<file path="src/rtl/pi_sampler_pkg.sv">
// Shared types and LFSR polynomial constants for the pi_sampler Monte Carlo engine.
package pi_sampler_pkg;

  typedef enum logic [2:0] {
    IDLE  = 3'd0,
    GEN   = 3'd1,
    CHECK = 3'd2,
    WRITE = 3'd3,
    DONE  = 3'd4
  } state_t;

  // Galois (right-shift) maximal-length tap masks
  localparam logic [31:0] TAPS_9  = 32'h0000_0110;
  localparam logic [31:0] TAPS_16 = 32'h0000_B400;
  localparam logic [31:0] TAPS_32 = 32'h8020_0003;

  function automatic logic [31:0] lfsr_taps(input int width);
    case (width)
      9:       return TAPS_9;
      16:      return TAPS_16;
      default: return TAPS_32;
    endcase
  endfunction

endpackage

</file>
<file path="src/rtl/pi_sampler_lfsr.sv">
// Galois LFSR with synchronous reload; q exposes the low OUT_W bits of the next state.
module pi_lfsr #(
  parameter int           W     = 32,
  parameter int           OUT_W = 9,
  parameter logic [W-1:0] SEED  = '1,
  parameter logic [W-1:0] TAPS  = '0
) (
  input  logic             clk,
  input  logic             reset_n,
  input  logic             step,
  input  logic             load,
  output logic [OUT_W-1:0] q
);

  logic [W-1:0] q_q, q_d, q_next;

  always_comb begin
    q_next = {1'b0, q_q[W-1:1]} ^ (q_q[0] ? TAPS : '0);
    q_d    = q_q;
    if (load)      q_d = SEED;
    else if (step) q_d = q_next;
  end

  always_ff @(posedge clk or negedge reset_n) begin
    if (!reset_n) q_q <= SEED;
    else          q_q <= q_d;
  end

  assign q = q_next[OUT_W-1:0];

endmodule

</file>
<file path="src/rtl/pi_sampler.sv">
// Monte Carlo point generator for the pi display; optional ratio divider under PI_SAMPLER_RATIO_EN.
// state | meaning
// IDLE  | wait for enable && tick
// GEN   | step LFSRs, redraw until both candidates fall inside the square
// CHECK | classify latched point against the circle
// WRITE | hold point with wr_valid until wr_ready
// DONE  | SAMPLE_LIMIT reached, only clear leaves
module pi_sampler
  import pi_sampler_pkg::*;
#(
  parameter int                COORD_W      = 9,
  parameter int                LFSR_W       = 32,
  parameter int                RADIUS       = 240,
  parameter int                CNT_W        = 24,
  parameter int                SAMPLE_LIMIT = 0,
  parameter logic [LFSR_W-1:0] SEED_X       = 32'hAAAACCCC,
  parameter logic [LFSR_W-1:0] SEED_Y       = 32'hDECAFBAD
) (
  input  logic               clk,
  input  logic               reset_n,
  input  logic               tick,
  input  logic               enable,
  input  logic               clear,
  output logic               wr_valid,
  input  logic               wr_ready,
  output logic [COORD_W-1:0] wr_x,
  output logic [COORD_W-1:0] wr_y,
  output logic               wr_inside,
  output logic [CNT_W-1:0]   total_count,
  output logic [CNT_W-1:0]   inside_count,
  output logic               done,
  output logic               overrun
`ifdef PI_SAMPLER_RATIO_EN
  ,
  output logic [15:0]        pi_est,
  output logic               pi_est_valid
`endif
);

  localparam logic [31:0]          TAPS_ALL = lfsr_taps(LFSR_W);
  localparam logic [COORD_W:0]     SIDE_C   = (COORD_W+1)'(2 * RADIUS);
  localparam logic [COORD_W:0]     RAD_C    = (COORD_W+1)'(RADIUS);
  localparam logic [2*COORD_W+2:0] RSQ_C    = (2*COORD_W+3)'(RADIUS * RADIUS);
  localparam logic [CNT_W-1:0]     CNT_MAX  = '1;
  localparam logic [CNT_W-1:0]     LIMIT_C  = CNT_W'(SAMPLE_LIMIT);

  state_t             state_q, state_d;
  logic [COORD_W-1:0] wr_x_q, wr_x_d, wr_y_q, wr_y_d, cand_x, cand_y;
  logic               wr_inside_q, wr_inside_d, overrun_q, overrun_d;
  logic [CNT_W-1:0]   total_q, total_d, inside_q, inside_d, total_inc, inside_inc;
  logic               lfsr_step, lfsr_load, accept;

  pi_lfsr #(.W(LFSR_W), .OUT_W(COORD_W), .SEED(SEED_X), .TAPS(TAPS_ALL[LFSR_W-1:0])) u_lfsr_x (
    .clk(clk), .reset_n(reset_n), .step(lfsr_step), .load(lfsr_load), .q(cand_x)
  );
  pi_lfsr #(.W(LFSR_W), .OUT_W(COORD_W), .SEED(SEED_Y), .TAPS(TAPS_ALL[LFSR_W-1:0])) u_lfsr_y (
    .clk(clk), .reset_n(reset_n), .step(lfsr_step), .load(lfsr_load), .q(cand_y)
  );

  logic signed [COORD_W:0]     dx, dy;
  logic signed [2*COORD_W+2:0] dx_w, dy_w;
  logic [2*COORD_W+2:0]        dist_sq;
  logic                        in_circle;

  always_comb begin
    dx        = $signed({1'b0, wr_x_q}) - $signed(RAD_C);
    dy        = $signed({1'b0, wr_y_q}) - $signed(RAD_C);
    dx_w      = (2*COORD_W+3)'(dx);
    dy_w      = (2*COORD_W+3)'(dy);
    dist_sq   = $unsigned(dx_w * dx_w + dy_w * dy_w);
    in_circle = dist_sq < RSQ_C;
  end

  always_comb begin
    state_d     = state_q;
    wr_x_d      = wr_x_q;
    wr_y_d      = wr_y_q;
    wr_inside_d = wr_inside_q;
    overrun_d   = overrun_q;
    total_d     = total_q;
    inside_d    = inside_q;
    lfsr_step   = 1'b0;
    lfsr_load   = 1'b0;
    accept      = 1'b0;
    total_inc   = (total_q == CNT_MAX) ? total_q : total_q + 1'b1;
    inside_inc  = (wr_inside_q && (inside_q != CNT_MAX)) ? inside_q + 1'b1 : inside_q;
    case (state_q)
      IDLE: if (enable && tick) state_d = GEN;
      GEN: begin
        lfsr_step = 1'b1;
        if (tick) overrun_d = 1'b1;
        if (({1'b0, cand_x} < SIDE_C) && ({1'b0, cand_y} < SIDE_C)) begin
          wr_x_d  = cand_x;
          wr_y_d  = cand_y;
          state_d = CHECK;
        end
      end
      CHECK: begin
        if (tick) overrun_d = 1'b1;
        wr_inside_d = in_circle;
        state_d     = WRITE;
      end
      WRITE: begin
        if (tick) overrun_d = 1'b1;
        if (wr_ready) begin
          accept   = 1'b1;
          total_d  = total_inc;
          inside_d = inside_inc;
          state_d  = ((SAMPLE_LIMIT != 0) && (total_inc == LIMIT_C)) ? DONE : IDLE;
        end
      end
      DONE:    state_d = DONE;
      default: state_d = IDLE;
    endcase
    // clear beats every other event, including an in-flight handshake
    if (clear) begin
      state_d   = IDLE;
      total_d   = '0;
      inside_d  = '0;
      overrun_d = 1'b0;
      lfsr_step = 1'b0;
      lfsr_load = 1'b1;
      accept    = 1'b0;
    end
  end

  always_ff @(posedge clk or negedge reset_n) begin
    if (!reset_n) begin
      state_q     <= IDLE;
      wr_x_q      <= '0;
      wr_y_q      <= '0;
      wr_inside_q <= 1'b0;
      overrun_q   <= 1'b0;
      total_q     <= '0;
      inside_q    <= '0;
    end else begin
      state_q     <= state_d;
      wr_x_q      <= wr_x_d;
      wr_y_q      <= wr_y_d;
      wr_inside_q <= wr_inside_d;
      overrun_q   <= overrun_d;
      total_q     <= total_d;
      inside_q    <= inside_d;
    end
  end

  assign wr_valid     = (state_q == WRITE);
  assign done         = (state_q == DONE);
  assign wr_x         = wr_x_q;
  assign wr_y         = wr_y_q;
  assign wr_inside    = wr_inside_q;
  assign total_count  = total_q;
  assign inside_count = inside_q;
  assign overrun      = overrun_q;

`ifdef PI_SAMPLER_RATIO_EN
  // Restoring divider: inside/total as 16 fractional bits, i.e. 4*inside/total in Q2.14
  logic             div_busy_q, div_busy_d, div_fix_q, div_fix_d;
  logic             pi_est_valid_q, pi_est_valid_d;
  logic [4:0]       div_cnt_q, div_cnt_d;
  logic [CNT_W-1:0] div_rem_q, div_rem_d, div_den_q, div_den_d;
  logic [15:0]      div_quo_q, div_quo_d, pi_est_q, pi_est_d;
  logic [CNT_W:0]   div_shift;

  always_comb begin
    div_busy_d     = div_busy_q;
    div_fix_d      = div_fix_q;
    div_cnt_d      = div_cnt_q;
    div_rem_d      = div_rem_q;
    div_den_d      = div_den_q;
    div_quo_d      = div_quo_q;
    pi_est_d       = pi_est_q;
    pi_est_valid_d = pi_est_valid_q;
    div_shift      = {div_rem_q, 1'b0};
    if (clear) begin
      div_busy_d     = 1'b0;
      div_cnt_d      = '0;
      pi_est_d       = '0;
      pi_est_valid_d = 1'b0;
    end else if (accept) begin
      div_busy_d     = 1'b1;
      div_cnt_d      = 5'd16;
      div_rem_d      = inside_inc;
      div_den_d      = total_inc;
      // ratio of exactly 4.0 does not fit Q2.14, so it saturates
      div_fix_d      = (total_inc == '0) || (inside_inc >= total_inc);
      div_quo_d      = ((total_inc != '0) && (inside_inc >= total_inc)) ? 16'hFFFF : 16'h0000;
      pi_est_valid_d = 1'b0;
    end else if (div_busy_q) begin
      if (div_cnt_q != 5'd0) begin
        div_cnt_d = div_cnt_q - 5'd1;
        if (!div_fix_q) begin
          if (div_shift >= {1'b0, div_den_q}) begin
            div_rem_d = CNT_W'(div_shift - {1'b0, div_den_q});
            div_quo_d = {div_quo_q[14:0], 1'b1};
          end else begin
            div_rem_d = div_shift[CNT_W-1:0];
            div_quo_d = {div_quo_q[14:0], 1'b0};
          end
        end
      end else begin
        pi_est_d       = div_quo_q;
        pi_est_valid_d = 1'b1;
        div_busy_d     = 1'b0;
      end
    end
  end

  always_ff @(posedge clk or negedge reset_n) begin
    if (!reset_n) begin
      div_busy_q     <= 1'b0;
      div_fix_q      <= 1'b0;
      div_cnt_q      <= '0;
      div_rem_q      <= '0;
      div_den_q      <= '0;
      div_quo_q      <= '0;
      pi_est_q       <= '0;
      pi_est_valid_q <= 1'b0;
    end else begin
      div_busy_q     <= div_busy_d;
      div_fix_q      <= div_fix_d;
      div_cnt_q      <= div_cnt_d;
      div_rem_q      <= div_rem_d;
      div_den_q      <= div_den_d;
      div_quo_q      <= div_quo_d;
      pi_est_q       <= pi_est_d;
      pi_est_valid_q <= pi_est_valid_d;
    end
  end

  assign pi_est       = pi_est_q;
  assign pi_est_valid = pi_est_valid_q;
`endif

endmodule

</file>
<file path="config.mk">
export PLATFORM = sky130hd
export DESIGN_NAME = pi_sampler
export DESIGN_NICKNAME = d
export VERILOG_FILES = /design/src/rtl/pi_sampler_pkg.sv /design/src/rtl/pi_sampler_lfsr.sv /design/src/rtl/pi_sampler.sv
export SDC_FILE = /design/constraint.sdc
export NUM_CORES = 1
export LEC_CHECK = 0
export BUFFER_PORTS_ARGS = -buffer_cell sky130_fd_sc_hd__buf_2
export CAP_MARGIN = 30
export CORE_MARGIN = 3
export CORE_UTILIZATION = 53
export DETAILED_ROUTE_END_ITERATION = 10
export GPL_TIMING_DRIVEN = 0
export PLACE_DENSITY = 0.71
export SYNTH_ARGS = -nofsm -noshare
export SYNTH_HDL_FRONTEND = slang
export SYNTH_SLANG_ARGS = --single-unit
</file>
<file path="constraint.sdc">
create_clock -name clk -period 14.4 [get_ports clk]
set_input_delay 3.6 -clock clk [delete_from_list [all_inputs] [get_ports clk]]
set_output_delay 3.6 -clock clk [all_outputs]
set_load 0.005 [all_outputs]
</file>
==> results of run 1 <==
[per-layer routing]
metal	share of wire [%]	wire length (um)	track usage (%)	up-vias
met1	44	13130	32.27	4876
met5	0	0	0	-
met3	3.8	1144	3.185	44
met4	2.0	593	6.596	0
met2	51	15250	40.42	222
li1	-	-	-	4492
[synth_stat cells, types with 2 or more instances]
master and n:
and3_1 21, fa_1 197, dfstp_2 38, a311oi_1 2, a41oi_1 2, buf_1 3
mux2i_1 5, nand4_1 16, and2_1 29, nor2b_1 11, o31ai_1 2, nand2_1 188
xnor2_1 38, o21ai_0 11, clkbuf_1 43, o22ai_1 2, o21a_1 3, nand3_1 65
mux2_2 3, a211o_1 2, and4_1 13, inv_1 253, or3_1 3, o21ai_1 2
nor3_1 3, a21o_1 2, buf_2 5, o211ai_1 4, a21oi_1 44, a31oi_1 4
nand2b_1 8, mux2_1 13, nor2_1 95, a211oi_1 5, dfrtp_1 97, buf_4 2
nor3b_1 2, ha_1 82, xor2_1 42
[path summary, 6_finish.rpt]
kind,startpoint,end,cells after the start
setup / recovery,wr_y[4],wr_inside,24
hold / removal,u_lfsr_x.q_q[10],u_lfsr_x.q_q[10],2
setup reg to reg,wr_y[4],wr_inside,24
hold reg to reg,u_lfsr_x.q_q[10],u_lfsr_x.q_q[10],2
max in group asynchronous,reset_n,u_lfsr_y.q_q[7],2
min in group asynchronous,reset_n,total_count[10],1
[cell type report]
cell class                 count  area share [%]
multi-input combinational    943           59.35
sequential                   135           23.23
inverter                     254           6.466
clock buffer                  23           3.377
tap                          324           2.749
timing repair buffer          75           2.741
buffer                        53           1.443
clock inverter                 8          0.6449
[through the flow]
| step | utilization, % | instances | cell area [um2] | worst slack, ns | hold slack (ns) |
|---|---|---|---|---|---|
| after global routing | 60.10 | 1815 | 14750 | 5.190 | 0.4989 |
| after global placement | 57.55 | 1783 | 14120 | 5.773 | 0.4707 |
| after floorplan | - | 1385 | 13340 | 6.960 | 0.4640 |
| after CTS | 60.10 | 1815 | 14750 | 5.733 | 0.4841 |
| after detailed placement | 57.69 | 1784 | 14150 | 5.748 | 0.4753 |
| final | 60.10 | 1815 | 14750 | 5.753 | 0.4806 |
[layout by cell type, fill, tap and decap left out, types with 13 or more instances in the layout]
cell	synthesis	final
inv_1	253	253
fa_1	197	197
nand2_1	188	188
dfrtp_1	97	97
nor2_1	95	95
ha_1	82	82
buf_2	5	78
nand3_1	65	65
clkbuf_1	43	44
a21oi_1	44	44
xor2_1	42	42
xnor2_1	38	38
dfstp_2	38	38
and2_1	29	29
and3_1	21	21
clkbuf_16	0	17
nand4_1	16	16
and4_1	13	13
mux2_1	13	13
[logic make-up after synthesis]
| family | count (synthesis) |
|---|---|
| flip-flops | 135 |
| multiplexers | 21 |
| AO/OA/AOI/OAI | 101 |
| XOR/XNOR | 81 |
| AND/OR/NAND/NOR | 461 |
| adder cells (fa/ha/maj) | 279 |
| buffers and inverters | 307 |
[state kept, by name (all words and copies together) (netlist names)]
signal and cells:
wr_inside 1, inside_count 24, wr_y 9, overrun 1, u_lfsr_y.q_q 32, state_q 3
total_count 24, wr_x 9, u_lfsr_x.q_q 32
[critical path: stages (launching register included)]
cell	delay (ns)
dfrtp_1	0.49
clkbuf_1	0.36
a41oi_1	0.32
clkbuf_1	0.58
nand2_1	0.40
inv_1	0.47
fa_1	0.47
inv_1	0.09
fa_1	0.41
fa_1	0.51
inv_1	0.05
fa_1	0.49
fa_1	0.54
fa_1	0.55
inv_1	0.06
fa_1	0.54
inv_1	0.05
ha_1	0.38
a21oi_2	0.27
nand3_1	0.11
o211ai_1	0.27
nor2_1	0.13
a211o_1	0.32
mux2_1	0.33
o41ai_2	0.34
==> summary.txt, run 1 <==
Synthesis
  • EDFF count, synth: 0
  • Netlist cell types: 64
  • Synth warn: 0
  • Compound-Gate Fraction of Synth Area: 5.092%
  • Synth Area in Adders: 37.25%
  • Ys flop type: dfrtp_1
  • Post-synthesis mux area share: 1.725%
  • Register area share after synthesis: 25.68%
  • Post-synth top area share: 29.56%
  • Largest family of logic cells by synthesized area: adder cells
  • Mapped Nets: 1,670
  • Synth Cell Area: 13,340 um2
  • FF+latch count, synth: 135
  • Asr flop ratio synth: 100.0%
  • Top post-synthesis cells by area: fa_1 (30%), dfrtp_1 (18%), ha_1 (7.7%)
  • Simple-Gate Fraction of Synth Area: 16.10%
  • Area leader, netlist: fa_1
  • Mapped Cells: 1,385
  • Synthesized area per cell: 9.634 um2
  • Post-Synth XOR/XNOR Area: 5.420%

Clocking
  • Clock Latency Late Sink: 0.42 ns
  • Root Buffer: clkbuf_16
  • Clock buffer depth: 2
  • TritonCTS clock tree: built
  • CTS clk-pin slew, worst paths: 0.06 ns
  • Setup Fix Bufs, Post-CTS: 0
  • CTS sink count: 135
  • CTS Buf Count: 17
  • Post_cts resized: 0
  • Clock H-tree levels: 4
  • Hold-fix buffers at CTS: 0

GRT
  • Global-route wire length before repair: 50,900 um
  • Gr ovfl total: 0
  • Tot GR Track Use: 23.79%
  • Vias in the first global route: 10,224
  • Antenna violations before repair: 0
  • Largest net degree at the start of global routing: 71

Placement
  • IO Port Bufs: 74
  • Placer Congestion: 0.9219
  • Hpwl dp: 24,050 um

Timing
  • Max-slew violation count: 0
  • Slew Limit Headroom: 32.39%
  • Setup violators final: 0
  • Hold Vio Cnt, Final: 0
  • Worst-margin pin slew: 1.007 ns
  • Post-route setup TNS: 0 ns
  • RSZ-0062 raised after global routing: false
  • Final worst-path cycle share: 60.05%
  • Max Fclk: 0.1156 GHz
  • Skew final: 0.006157 ns
  • Min cycle time layout: 8.647 ns

Floorplan
  • IO Count: 76
  • Die W: 164.7 um
  • DIE HEIGHT: 164.7 um
  • Core area: 24,530 um2
  • Initial Utilization: 54.39%
  • Num rows: 57
  • Die area: 27,110 um2

Outcome
  • Status: complete, no violations

Finish
  • Register Area: 3426 um2
  • Layout cells sized above 1: 11.07%
  • Ant diodes: 0
  • Area used by multi-input combinational logic: 8751 um2
  • FILL cells: 2,088
  • Final Net Count: 1,764
  • Area grow syn2layout: 10.51%

Worst setup path
  • Crit. End Element: flop
  • Worst setup path class: flop to flop
  • Worst EP arrival: 8.96 ns
  • Critical Path RT: 14.71 ns
  • R2r setup slk: 5.75 ns
  • Crit path max fanout: 13
  • CP startpoint kind: flop

Route
  • Number of DRC markers in iteration 0: 617
  • Pre-Repair DR Iteration Count: 5
  • DRC Markers: 0
  • Vias per Instance: 5.308
  • Detailed Route WL: 30,120 um
  • Drt wl/cell: 16.59 um
  • Via count: 9,634
  • DRT antenna net count: 0

Run
  • Max Cap Viol: 0

Min path
  • HP Class: flop to flop
Power of run 1 is not shown: default switching activity piles up to over one toggle a cycle in this logic, so the estimate is an artifact.
==> inputs of run 2 (changes only) <==
==> constraint.sdc (replaced) <==
create_clock -name clk -period 8.1 [get_ports clk]
set_input_delay 2.025 -clock clk [delete_from_list [all_inputs] [get_ports clk]]
set_output_delay 2.025 -clock clk [all_outputs]
set_load 0.005 [all_outputs]
==> summary.txt, run 2 (same netlist as run 1, synthesis figures left out) <==
Outcome
  • Status: complete, no violations (unchanged)

Worst setup path
  • Worst EP arrival: 8.04 ns (was 8.96 ns)
  • Cells along the critical path: clkbuf_4 > a41oi_1 > clkbuf_4 > nand2_4 > clkinvlp_4 > fa_1 > inv_1 > fa_1 > fa_1 > inv_1 > fa_1 > fa_1 > fa_1 > inv_1 > fa_1 > inv_1 > ha_1 > xor2_1 > o31a_1 > or4_4 > o32ai_2 > nand3_1 > and4_4 > o41ai_2 (was clkbuf_1 > a41oi_1 > clkbuf_1 > nand2_1 > inv_1 > fa_1 > inv_1 > fa_1 > fa_1 > inv_1 > fa_1 > fa_1 > fa_1 > inv_1 > fa_1 > inv_1 > ha_1 > a21oi_2 > nand3_1 > o211ai_1 > nor2_1 > a211o_1 > mux2_1 > o41ai_2)
  • Max stage delay on crit path: 0.58 ns (about the same)
  • Most used cell, CP: fa_1 (unchanged)
  • R2r endpoint: wr_inside (unchanged)
  • CP startpoint kind: flop (unchanged)
  • CP Capture Point: wr_inside (unchanged)
  • Crit. End Element: flop (unchanged)
  • Crit path max fanout: 13 (unchanged)
  • R2R cell count: 24 (unchanged)
  • Bufs and invs on worst path: 7 (unchanged)
  • Cell depth of the worst setup path: 24 (unchanged)
  • R2r setup slk: 0.37 ns (was 5.75 ns)
  • Reg-to-Reg Start: wr_y[4] (unchanged)
  • Critical Path RT: 8.41 ns (was 14.71 ns)
  • Critical Path Slowest Stage Cell: fa_1 (was clkbuf_1)
  • CP startpoint: wr_y[4] (unchanged)
  • Worst setup path class: flop to flop (unchanged)
  • Delay-heaviest family, CP: adder cells (unchanged)

Finish
  • FILL cells: 2,060 (was 2,088)
  • Most common cell after layout, fill and taps aside: inv_1 (unchanged)
  • Layout cells sized above 1: 12.72% (was 11.07%)
  • Commonest non-fill, non-tap cells in the layout: inv_1 (252), fa_1 (196), nand2_1 (187) (was inv_1 (253), fa_1 (197), nand2_1 (188))
  • Ant diodes: 0 (unchanged)
  • Area grow syn2layout: 11.84% (was 10.51%)
  • Largest regs: u_lfsr_x.q_q (32), u_lfsr_y.q_q (32) (unchanged)
  • Final Net Count: 1,774 (was 1,764)

Placement
  • Hpwl dp: 24,050 um (unchanged)
  • IO Port Bufs: 74 (unchanged)
  • DP Worst Slack: -0.5520 ns (was 5.748 ns)
  • Placer Congestion: 0.9219 (unchanged)

Timing
  • Min cycle time layout: 7.730 ns (was 8.647 ns)
  • Final worst-path cycle share: 95.44% (was 60.05%)
  • Max-slew violation count: 0 (unchanged)
  • Skew final: 0.006133 ns (was 0.006157 ns)
  • Slew Limit Headroom: 55.54% (was 32.39%)
  • Final Worst Setup Slack: 0.3696 ns (was 5.753 ns)
  • RSZ-0062 raised after global routing: false (unchanged)
  • Worst-margin pin slew: 0.6653 ns (was 1.007 ns)
  • Hold Vio Cnt, Final: 0 (unchanged)
  • Setup violators final: 0 (unchanged)
  • Max Fclk: 0.1294 GHz (was 0.1156 GHz)

Floorplan
  • Initial Utilization: 54.39% (unchanged)
  • Core area: 24,530 um2 (unchanged)
  • Num rows: 57 (unchanged)
  • DIE HEIGHT: 164.7 um (unchanged)
  • Die W: 164.7 um (unchanged)
  • Die area: 27,110 um2 (unchanged)
  • IO Count: 76 (unchanged)

Min path
  • HP Class: flop to flop (unchanged)

Route
  • Pre-Repair DR Iteration Count: 5 (unchanged)
  • DRC Markers: 0 (unchanged)
  • Via count: 9,618 (was 9,634)
  • Drt wl/cell: 16.51 um (was 16.59 um)
  • Vias per Instance: 5.270 (was 5.308)
  • DRT antenna net count: 0 (unchanged)
  • Detailed Route WL: 30,130 um (was 30,120 um)
  • Number of DRC markers in iteration 0: 612 (was 617)

Clocking
  • CTS sink count: 135 (unchanged)
  • Root Buffer: clkbuf_16 (unchanged)
  • CTS clk-pin slew, worst paths: 0.06 ns (about the same)
  • Clock buffer depth: 2 (unchanged)
  • CTS Buf Count: 17 (unchanged)
  • Clock Latency Late Sink: 0.42 ns (about the same)
  • TritonCTS clock tree: built (unchanged)
  • Clock H-tree levels: 4 (unchanged)

GRT
  • Gr ovfl total: 0 (unchanged)
  • Largest net degree at the start of global routing: 71 (unchanged)
  • Antenna violations before repair: 0 (unchanged)
  • Global-route wire length before repair: 50,920 um (was 50,900 um)
  • Vias in the first global route: 10,223 (was 10,224)
  • Tot GR Track Use: 23.80% (was 23.79%)

Run
  • Max Cap Viol: 0 (unchanged)
==> run 2: cell types whose count changed in the layout (fill, tap and decap cells not counted), moves of 2 or more <==
cell	previous run	this run
buf_4	2	12
clkbuf_1	44	39
clkbuf_2	0	3
clkbuf_4	0	2
xnor2_1	38	36
xor2_1	42	39
xor2_2	0	2
==> run 2: final cells by class <==
cell class / instances / area, um2 / area share, %
flip-flops and latches: 135 / 3427 / 22.96
inverters: 254 / 957.2 / 6.414
multi-input cells: 943 / 8837 / 59.22
clock inverters: 8 / 95.09 / 0.6372
well taps: 324 / 405.4 / 2.717
plain buffers: 53 / 224.0 / 1.501
repair buffers: 85 / 479.2 / 3.211
clock buffers: 23 / 498.0 / 3.337
==> run 2: worst min path at each step <==
stage,startpoint,cells past startpoint,slack (ns),endpoint
CTS,u_lfsr_x.q_q[10],2,0.48,u_lfsr_x.q_q[10]
floorplan,u_lfsr_x.q_q[10],2,0.46,u_lfsr_x.q_q[10]
detailed placement,u_lfsr_x.q_q[10],2,0.48,u_lfsr_x.q_q[10]
global placement,u_lfsr_x.q_q[11],2,0.47,u_lfsr_x.q_q[11]
finish,u_lfsr_x.q_q[10],2,0.48,u_lfsr_x.q_q[10]
global route,u_lfsr_x.q_q[10],2,0.50,u_lfsr_x.q_q[10]
==> run 2: worst reg2reg max path: stages (launching register included) <==
cell	delay (ns)
dfrtp_2	0.46
clkbuf_4	0.28
a41oi_1	0.16
clkbuf_4	0.28
nand2_4	0.18
clkinvlp_4	0.24
fa_1	0.58
inv_1	0.05
fa_1	0.49
fa_1	0.51
inv_1	0.05
fa_1	0.49
fa_1	0.54
fa_1	0.55
inv_1	0.06
fa_1	0.54
inv_1	0.05
ha_1	0.40
xor2_1	0.21
o31a_1	0.24
or4_4	0.43
o32ai_2	0.27
nand3_1	0.10
and4_4	0.19
o41ai_2	0.28
==> run 2: per-layer routing <==
metal	share of wire (%)	global-route usage (%)	wire [um]	vias to the layer above
li1	-	-	-	4513
met1	43	32.31	12840	4845
met2	51	40.42	15360	210
met3	4.3	3.185	1281	50
met4	2.1	6.596	643	0
met5	0	0	0	-
==> run 2: stage by stage <==
stage	std cells	TNS [ns]	util, %	hold WS [ns]	instance area [um2]
CTS	1815	0	60.21	0.4841	14770
global route	1825	0	60.83	0.4989	14920
floorplan	1385	0	-	0.4640	13340
detailed placement	1784	-0.5520	57.69	0.4753	14150
finish	1825	0	60.83	0.4805	14920
global placement	1783	-0.5273	57.55	0.4707	14120
==> run 2: timing repair <==
| action | 4_1_cts | 5_1_grt |
|---|---|---|
| buffers inserted | 0 | 10 |
| setup endpoints to repair | 1 | 1 |
| hold buffers | 0 | 0 |
| pin swaps | 0 | 2 |
| endpoints found under the hold margin | 0 | 0 |
| gates resized for setup | 8 | 16 |
Power of run 2 is left out for the same reason.
